===== src/rtl/uart_pkg.sv =====
`default_nettype none
// ============================================================================
// Module      : uart_pkg
// Description : Shared constants and helpers for the UART buffer path FIFOs.
// Revision    : 1.0 - initial parametrised FIFO release
// ============================================================================
package uart_pkg;

    localparam int c_default_data_w = 8;
    localparam int c_default_depth  = 16;

    localparam int MODE_STD  = 0;
    localparam int MODE_FWFT = 1;

    // Ceiling log2; returns 0 for values <= 1.
    function automatic int clog2(input int value);
        int r;
        int v;
        r = 0;
        v = value - 1;
        while (v > 0) begin
            r = r + 1;
            v = v >> 1;
        end
        return r;
    endfunction

endpackage
`default_nettype wire


===== src/rtl/fifo_ram.sv =====
`default_nettype none
// ============================================================================
// Module      : fifo_ram
// Description : Simple dual-port RAM, synchronous write, async or registered read.
// Revision    : 1.0 - initial parametrised FIFO release
// ============================================================================
module fifo_ram
    import uart_pkg::*;
#(
    parameter int DATA_W  = c_default_data_w,
    parameter int DEPTH   = c_default_depth,
    parameter int REG_OUT = 1
) (
    input  logic                      clk,
    input  logic                      reset_n,
    input  logic                      clr,
    input  logic                      wr_en,
    input  logic [clog2(DEPTH)-1:0]   wr_addr,
    input  logic [DATA_W-1:0]         wr_data,
    input  logic                      rd_en,
    input  logic [clog2(DEPTH)-1:0]   rd_addr,
    output logic [DATA_W-1:0]         rd_data
);

    logic [DATA_W-1:0] r_mem [DEPTH];
    logic [DATA_W-1:0] w_rd_async;

    // Storage is deliberately left unreset so it maps onto RAM macros.
    always_ff @(posedge clk) begin
        if (wr_en) begin
            r_mem[wr_addr] <= wr_data;
        end
    end

    assign w_rd_async = r_mem[rd_addr];

    generate
        if (REG_OUT != 0) begin : g_reg
            logic [DATA_W-1:0] r_rd_data;

            always_ff @(posedge clk or negedge reset_n) begin
                if (!reset_n) begin
                    r_rd_data <= '0;
                end else if (clr) begin
                    r_rd_data <= '0;
                end else if (rd_en) begin
                    r_rd_data <= w_rd_async;
                end
            end

            assign rd_data = r_rd_data;
        end else begin : g_async
            logic w_unused;
            assign w_unused = &{1'b0, reset_n, clr, rd_en};
            assign rd_data  = w_rd_async;
        end
    endgenerate

endmodule
`default_nettype wire


===== src/rtl/uart_fifo_sync.sv =====
`default_nettype none
// ============================================================================
// Module      : uart_fifo_sync
// Description : Parametrised synchronous FIFO with flags, count, errors, flush, FWFT.
// Revision    : 1.0 - initial parametrised FIFO release
// ============================================================================
module uart_fifo_sync
    import uart_pkg::*;
#(
    parameter int DATA_W    = c_default_data_w,
    parameter int DEPTH     = c_default_depth,
    parameter int AF_THRESH = DEPTH - 2,
    parameter int AE_THRESH = 2,
    parameter int FWFT      = MODE_STD
) (
    input  logic                    clk,
    input  logic                    reset_n,
    input  logic                    clr,
    input  logic                    wr_en,
    input  logic [DATA_W-1:0]       din,
    input  logic                    rd_en,
    output logic [DATA_W-1:0]       dout,
    output logic                    dout_valid,
    output logic                    full,
    output logic                    empty,
    output logic                    almost_full,
    output logic                    almost_empty,
    output logic [clog2(DEPTH):0]   count,
    output logic                    overflow,
    output logic                    underflow
);

    localparam int c_addr_w = clog2(DEPTH);
    localparam logic [c_addr_w:0] c_depth_cnt = (c_addr_w + 1)'(DEPTH);
    localparam logic [c_addr_w:0] c_af_thresh = (c_addr_w + 1)'(AF_THRESH);
    localparam logic [c_addr_w:0] c_ae_thresh = (c_addr_w + 1)'(AE_THRESH);
    localparam logic [c_addr_w:0] c_one       = (c_addr_w + 1)'(1);

    generate
        if ((DEPTH < 2) || ((DEPTH & (DEPTH - 1)) != 0)) begin : g_chk_depth
            $error("uart_fifo_sync: DEPTH must be a power of two >= 2");
        end
        if (AF_THRESH > DEPTH) begin : g_chk_af
            $error("uart_fifo_sync: AF_THRESH must be <= DEPTH");
        end
        if (AE_THRESH >= DEPTH) begin : g_chk_ae
            $error("uart_fifo_sync: AE_THRESH must be < DEPTH");
        end
    endgenerate

    logic [c_addr_w:0]  r_wr_ptr;
    logic [c_addr_w:0]  r_rd_ptr;
    logic [c_addr_w:0]  r_count;
    logic               r_overflow;
    logic               r_underflow;
    logic               w_full;
    logic               w_empty;
    logic               w_rd_acc;
    logic               w_wr_acc;
    logic [DATA_W-1:0]  w_ram_data;
    logic               w_unused;

    assign w_full   = (r_count == c_depth_cnt);
    assign w_empty  = (r_count == '0);
    assign w_rd_acc = rd_en & ~w_empty;
    // A full FIFO still takes a write when the same cycle frees a slot.
    assign w_wr_acc = wr_en & (~w_full | w_rd_acc);

    always_ff @(posedge clk or negedge reset_n) begin
        if (!reset_n) begin
            r_wr_ptr    <= '0;
            r_rd_ptr    <= '0;
            r_count     <= '0;
            r_overflow  <= 1'b0;
            r_underflow <= 1'b0;
        end else if (clr) begin
            r_wr_ptr    <= '0;
            r_rd_ptr    <= '0;
            r_count     <= '0;
            r_overflow  <= 1'b0;
            r_underflow <= 1'b0;
        end else begin
            if (w_wr_acc) begin
                r_wr_ptr <= r_wr_ptr + c_one;
            end
            if (w_rd_acc) begin
                r_rd_ptr <= r_rd_ptr + c_one;
            end
            if (w_wr_acc && !w_rd_acc) begin
                r_count <= r_count + c_one;
            end else if (w_rd_acc && !w_wr_acc) begin
                r_count <= r_count - c_one;
            end
            r_overflow  <= wr_en & ~w_wr_acc;
            r_underflow <= rd_en & w_empty;
        end
    end

    fifo_ram #(
        .DATA_W  (DATA_W),
        .DEPTH   (DEPTH),
        .REG_OUT ((FWFT == MODE_FWFT) ? 0 : 1)
    ) u_fifo_ram (
        .clk     (clk),
        .reset_n (reset_n),
        .clr     (clr),
        .wr_en   (w_wr_acc & ~clr),
        .wr_addr (r_wr_ptr[c_addr_w-1:0]),
        .wr_data (din),
        .rd_en   (w_rd_acc & ~clr),
        .rd_addr (r_rd_ptr[c_addr_w-1:0]),
        .rd_data (w_ram_data)
    );

    generate
        if (FWFT == MODE_FWFT) begin : g_fwft
            assign dout_valid = ~w_empty;
        end else begin : g_std
            logic r_dout_valid;

            always_ff @(posedge clk or negedge reset_n) begin
                if (!reset_n) begin
                    r_dout_valid <= 1'b0;
                end else if (clr) begin
                    r_dout_valid <= 1'b0;
                end else begin
                    r_dout_valid <= w_rd_acc;
                end
            end

            assign dout_valid = r_dout_valid;
        end
    endgenerate

    // Pointer MSBs only matter for wrap tracking; occupancy comes from r_count.
    assign w_unused     = &{1'b0, r_wr_ptr[c_addr_w], r_rd_ptr[c_addr_w]};

    assign dout         = w_ram_data;
    assign full         = w_full;
    assign empty        = w_empty;
    assign almost_full  = (r_count >= c_af_thresh);
    assign almost_empty = (r_count <= c_ae_thresh);
    assign count        = r_count;
    assign overflow     = r_overflow;
    assign underflow    = r_underflow;

endmodule
`default_nettype wire


===== config.mk =====
export PLATFORM = sky130hd
export DESIGN_NAME = uart_fifo_sync
export DESIGN_NICKNAME = d
export VERILOG_FILES = /design/src/rtl/uart_pkg.sv /design/src/rtl/fifo_ram.sv /design/src/rtl/uart_fifo_sync.sv
export SDC_FILE = /design/constraint.sdc
export NUM_CORES = 1
export LEC_CHECK = 0
export ABC_AREA = 1
export BUFFER_PORTS_ARGS = -buffer_cell sky130_fd_sc_hd__buf_4
export CELL_PAD_IN_SITES_DETAIL_PLACEMENT = 2
export CELL_PAD_IN_SITES_GLOBAL_PLACEMENT = 2
export CORE_MARGIN = 5
export CORE_UTILIZATION = 42
export CTS_BUF_LIST = sky130_fd_sc_hd__clkbuf_2 sky130_fd_sc_hd__clkbuf_4 sky130_fd_sc_hd__clkbuf_8
export CTS_CLUSTER_SIZE = 25
export DETAILED_ROUTE_END_ITERATION = 8
export HOLD_SLACK_MARGIN = 0.15
export PLACE_DENSITY = 0.91
export SLEW_MARGIN = 20
export SYNTH_ARGS = -nofsm -noshare
export SYNTH_HDL_FRONTEND = slang
export SYNTH_SLANG_ARGS = --single-unit

===== constraint.sdc =====
create_clock -name clk -period 2.71 [get_ports clk]
set_input_delay 0.271 -clock clk [delete_from_list [all_inputs] [get_ports clk]]
set_output_delay 0.271 -clock clk [all_outputs]
set_load 0.02 [all_outputs]

Word level (Yosys, flattened, before mapping)
Memories as Yosys holds them, arrays and structs flattened.
Index checks and enable logic that the tools add are counted.
{"block": "classes", "add_sub_neg": 4, "magnitude_cmp": 2, "n_eq_ne": 1, "muxes": 14, "n_bitwise": 11, "reduce_logical": 9}
{"cell": "2-to-1 mux 5 bit", "n": 7}
{"cell": "2-to-1 mux 8 bit", "n": 2}
{"cell": "adder 5 x 1 -> 5 bit, second input constant", "n": 3}
{"cell": "AND 1 bit", "n": 6}
{"cell": "nonzero test 2 bit", "n": 3}
{"cell": "== test 5 bit, second input constant", "n": 1}
{"cell": ">= comparator 5 x 4 -> 1 bit, second input constant", "n": 1}
{"cell": "<= comparator 5 x 2 -> 1 bit, second input constant", "n": 1}
{"cell": "zero test 5 bit", "n": 1}
{"cell": "2-to-1 mux 1 bit", "n": 5}
{"cell": "subtractor 5 x 1 -> 5 bit, second input constant", "n": 1}
{"cell": "NOT 1 bit", "n": 4}
{"cell": "nonzero test 3 bit", "n": 1}
{"cell": "logical AND 1 bit", "n": 2}
{"cell": "zero test 1 bit", "n": 2}
{"cell": "bitwise OR 1 bit", "n": 1}
{"block": "totals", "ff_bits": 26, "ram_bits": 128, "in_bits": 13, "out_inout_bits": 20, "wordCells": 49, "mem_count": 1}
{"memory": "u_fifo_ram.r_mem", "words": 16, "word_bits": 8, "rd": 1, "rd_ports_with_merged_regs": 0, "wr": 1, "line_no": "fifo_ram.sv:25", "source": "logic [DATA_W-1:0] r_mem [DEPTH];"}

Longest topological paths before layout
{"block": "logic_depth", "depth_word": 10, "depth_mapped": 14, "mapped_depth_nobuf": 14}

By module
A second synthesis with hierarchy kept.
{"block": "hier_totals", "cells_unflattened": 695, "area_unflattened_um2": 6891.6}
{"mod": "fifo_ram", "instances": 1, "cells_per_inst": 577, "area_each_um2": 5906.9, "seq_area_each_um2": 4043.9}
{"mod": "uart_fifo_sync", "instances": 1, "cells_per_inst": 118, "area_each_um2": 984.7, "seq_area_each_um2": 400.4}

Worst setup path after synthesis
Ideal clock, no wire load.
{"block": "synth_path", "path_kind": "reg2reg", "startpoint": "register r_count[1], in the netlist count[1]", "endpoint": "register r_count[4], in the netlist count[4]", "setup_ps": 117, "t_arrival_ps": 1932, "t_required_ps": 2593, "path_slack_ps": 662, "path_stages_with_launch": 14, "path_buffers": 0, "synth_period_minus_slack_ps": 2048, "cell_sequence": "dfrtp_1 > nor2_2 > nand3_2 > nand2_4 > nand3_4 > fa_1 > nand3_1 > nand3_1 > nand2_1 > inv_1 > nand2_1 > nand2_1 > nand2_1 > nand2_1"}
{"block": "synth_via", "elab_chain_len": 8, "elab_cells_between_ends": 17, "classes_between": "2 x add/sub; 1 x eq/ne; 3 x mux; 5 x bitwise; 6 x reduce/logical"}
{"item": "start, declared", "line_no": "uart_fifo_sync.sv:53", "source": "logic [c_addr_w:0] r_count;"}
{"item": "start signal, assigned", "line_no": "uart_fifo_sync.sv:90", "source": "r_count <= r_count + c_one;"}
{"item": "start signal, assigned", "line_no": "uart_fifo_sync.sv:92", "source": "r_count <= r_count - c_one;"}
{"item": "branches (longest 8 deep; another with subtractor 5 x 1 -> 5 bit)"}
Parallel ways; which one is timed is not known. The select of a mux whose other input is x is not followed.
A chain may end at the register's enable or synchronous reset.

Worst setup path after layout
{"block": "layout_path", "startpoint": "register r_count[0], in the netlist count[0]", "endpoint": "memory u_fifo_ram.r_mem[2][4] in the netlist's numbering (enable)"}
{"block": "layout_via", "elab_chain_len": 8, "elab_cells_between_ends": 10, "classes_between": "1 x eq/ne; 2 x mux; 6 x bitwise; 1 x reduce/logical"}
{"item": "zero test 5 bit", "line_no": "uart_fifo_sync.sv:64", "source": "assign w_empty = (r_count == '0);"}
{"item": "NOT 1 bit", "line_no": "uart_fifo_sync.sv:65", "source": "assign w_rd_acc = rd_en & ~w_empty;"}
{"item": "AND 1 bit", "line_no": "uart_fifo_sync.sv:65"}
{"item": "bitwise OR 1 bit (*)", "line_no": "uart_fifo_sync.sv:67", "source": "assign w_wr_acc = wr_en & (~w_full | w_rd_acc);"}
{"item": "AND 1 bit (*)", "line_no": "uart_fifo_sync.sv:67"}
{"item": "AND 1 bit (*)", "line_no": "uart_fifo_sync.sv:107", "source": ".wr_en (w_wr_acc & ~clr),"}
{"item": "2-to-1 mux 1 bit (*)", "line_no": "fifo_ram.sv:30", "source": "if (wr_en) begin"}
{"item": "2-to-1 mux 1 bit (implied by the code) (*)", "line_no": "fifo_ram.sv:31", "source": "r_mem[wr_addr] <= wr_data;"}
{"item": "end, declared", "line_no": "fifo_ram.sv:25"}
Every way passes the cells marked *; elsewhere a longest branch is shown, timed or not.

==> flow_metrics.env <==
export IMPL_status="finished, final reports clean"
export IMPL_vdd_drop_max_mv=0.943
export IMPL_path_class="register to register"
export IMPL_p_per_area_nw_per_um2=871
export IMPL_dieArea_um2=18300
export IMPL_fmax_ghz=0.395
export IMPL_detail_route_antenna_nets=0
export IMPL_grt_pass1_wl_um=33500
export IMPL_slew_viol_final=0
export IMPL_synth_compound_area_share_pct=3.07
export IMPL_synth_top_family_by_area="simple AND/OR/NAND/NOR gates"
export IMPL_die_w_um=135
export IMPL_vias_per_cell=5.48
export IMPL_synthAdderAreaFrac_pct=2.01
export IMPL_io_buffers=32
export IMPL_drtIter0Drc=294
export IMPL_final_cell_mix="nand2_1, edfxtp_1, nand3_1, nor2_1, buf_4"
export IMPL_synth_xor_area_share_pct=0.398
export IMPL_layout_commonest_cell="nand2_1"
export IMPL_numCtsBuffers=17
export IMPL_clock_skew_ns=0.0210
export IMPL_grt_pass1_vias=5512
export IMPL_setup_violations_final=0
export IMPL_coreArea_um2=15300
export IMPL_drt_total_wl_um=22000
export IMPL_yosys_area_share_simple_pct=22.0
export IMPL_whs_ns=0.173
export IMPL_crit_required_ns=2.80
export IMPL_io_pins=33
export IMPL_leakagePower_uw=0.00299
export IMPL_cts_tree="done"
export IMPL_yosysUniqueCellTypes=29
export IMPL_firstDrtPassIters=5
export IMPL_maxCapViolations=0
export IMPL_clock_sinks=152
export IMPL_crit_path_max_fanout=8
export IMPL_seq_area_frac_synth_pct=67.4
export IMPL_diodes=0
export IMPL_cts_buffer_depth=2
export IMPL_dpl_hpwl_um=14500
export IMPL_synth_seq_cells=152
export IMPL_cp_end_kind="register"
export IMPL_synth_cells=615
export IMPL_route_vias_total=4799
export IMPL_cts_resized=0
export IMPL_place_inst=840
export IMPL_synthArstFlopShare_pct=15.8
export IMPL_h_tree_depth=4
export IMPL_clk_latency_ns=0.48
export IMPL_min_period_ns=2.53
export IMPL_hold_path_class="input port to register"
export IMPL_post_route_period_util_pct=93.5
export IMPL_syn_area_per_cell_um2=10.7
export IMPL_root_buffer="clkbuf_8"
export IMPL_initial_utilization_pct=43.1
export IMPL_fillers=1605
export IMPL_finalHoldViolCount=0
export IMPL_syn2layout_area_growth_pct=12.4
export IMPL_synth_nets=638
export IMPL_total_power_uw=6460
export IMPL_layout_drive_gt1_share_pct=13.2
export IMPL_synth_mux_area_share_pct=0
export IMPL_ys_flop_type="edfxtp_1"
export IMPL_critPathLaunchType="register"
export IMPL_nNetsFinal=675
export IMPL_antenna_found_initial=0
export IMPL_yosysWarnings=0
export IMPL_rsz0062_at_grt="false"
export IMPL_worstPathArrival_ns=2.63
export IMPL_die_y_um=135
export IMPL_fin_tns_setup_ns=0
export IMPL_drc=0
export IMPL_fp_row_count=45
export IMPL_instances_no_fill=876
export IMPL_post_drt_wl_per_cell_um=25.1
export IMPL_slew_headroom_pct=40.9
export IMPL_clk_pin_slew_worst_paths_ns=0.11
export IMPL_grt_overflow=0
export IMPL_routabilityCongestion=0.823
export IMPL_tightest_slew_ns=0.883
export IMPL_synth_area_um2=6600
export IMPL_grt_max_degree=85
export IMPL_track_usage_pct=25.0
export IMPL_synth_enable_flop_cells=128
-- final timing paths --
path                                        from                      end  depth (start not counted)  slack (ns)
setup / recovery                        count[0]   u_fifo_ram.r_mem[2][4]                          6        0.18
hold / removal                            din[0]  u_fifo_ram.r_mem[13][0]                          1        0.17
setup reg to reg                        count[0]   u_fifo_ram.r_mem[2][4]                          6        0.18
hold reg to reg            u_fifo_ram.rd_data[6]    u_fifo_ram.rd_data[6]                          2        0.50
max in group asynchronous                reset_n              r_rd_ptr[0]                          2        2.19
min in group asynchronous                reset_n    u_fifo_ram.rd_data[3]                          2        0.24
-- power breakdown --
group | internal (µW) | switching, µW | total, µW
Sequential | 2640 | 139 | 2780
Combinational | 528 | 1260 | 1790
Clock | 883 | 1010 | 1890
Total | 4050 | 2400 | 6460
-- cell families after synthesis --
family	count (synthesis)
adder cells (fa/ha/maj)	10
buffers and inverters	65
AO/OA/AOI/OAI	35
AND/OR/NAND/NOR	350
XOR/XNOR	3
flip-flops	152
-- cell usage after synthesis, drive strengths merged, types with 2 or more instances --
cell	n	area (µm²)
ha	9	113
inv	42	158
nand2	226	861
o21ai	22	110
clkinv	2	7.51
nor2	54	220
dfrtp	24	601
nand3	69	368
edfxtp	128	3840
o211ai	8	60.1
xor2	2	17.5
a21oi	4	23.8
buf	21	171
-- area by class of cell --
type,instances,area (µm²),area share [%]
sequential,152,4450,60.0
multi-input combinational,398,1820,24.5
timing repair buffer,39,303,4.09
tap,211,264,3.56
clock buffer,18,248,3.34
clock inverter,14,171,2.31
inverter,44,165,2.23
-- critical path, cell delays in order (launching register included) --
cell,delay (ns)
dfrtp_1,0.53
nor2_2,0.12
nand3_2,0.15
nor2_2,0.07
nor2_2,0.25
nand2_1,0.28
nor2_1,0.74
-- routing by layer --
| layer | wire (µm) | vias to the layer above | part of all wire, % | GRT usage (%) |
|---|---|---|---|---|
| met5 | 0 | - | 0 | 0 |
| met4 | 851 | 0 | 3.9 | 10.9 |
| met3 | 784 | 61 | 3.6 | 5.27 |
| met2 | 11400 | 129 | 52 | 43.1 |
| met1 | 9010 | 2483 | 41 | 30.3 |
| li1 | - | 2126 | - | - |
-- state kept, by name (all words and copies together), names as in the netlist --
signal and count:
r_wr_ptr 4, overflow 1, count 5, r_rd_ptr 4
u_fifo_ram.rd_data 8, u_fifo_ram.r_mem 128, dout_valid 1, underflow 1
-- metrics by stage --
step / worst slack (ns) / utilization [%] / cell area [µm²]
floorplan: 0.662 / - / 6600
global placement: 0.583 / 45.4 / 6950
detailed placement: 0.266 / 45.4 / 6950
CTS: 0.137 / 48.4 / 7410
global route: 0.0289 / 48.4 / 7410
finish: 0.176 / 48.4 / 7410
-- timing repair --
item	in CTS	in global routing
endpoints found under the hold margin	34	0
buffers inserted	0	0
hold buffers	4	0
(Power assumes the default switching activity.)
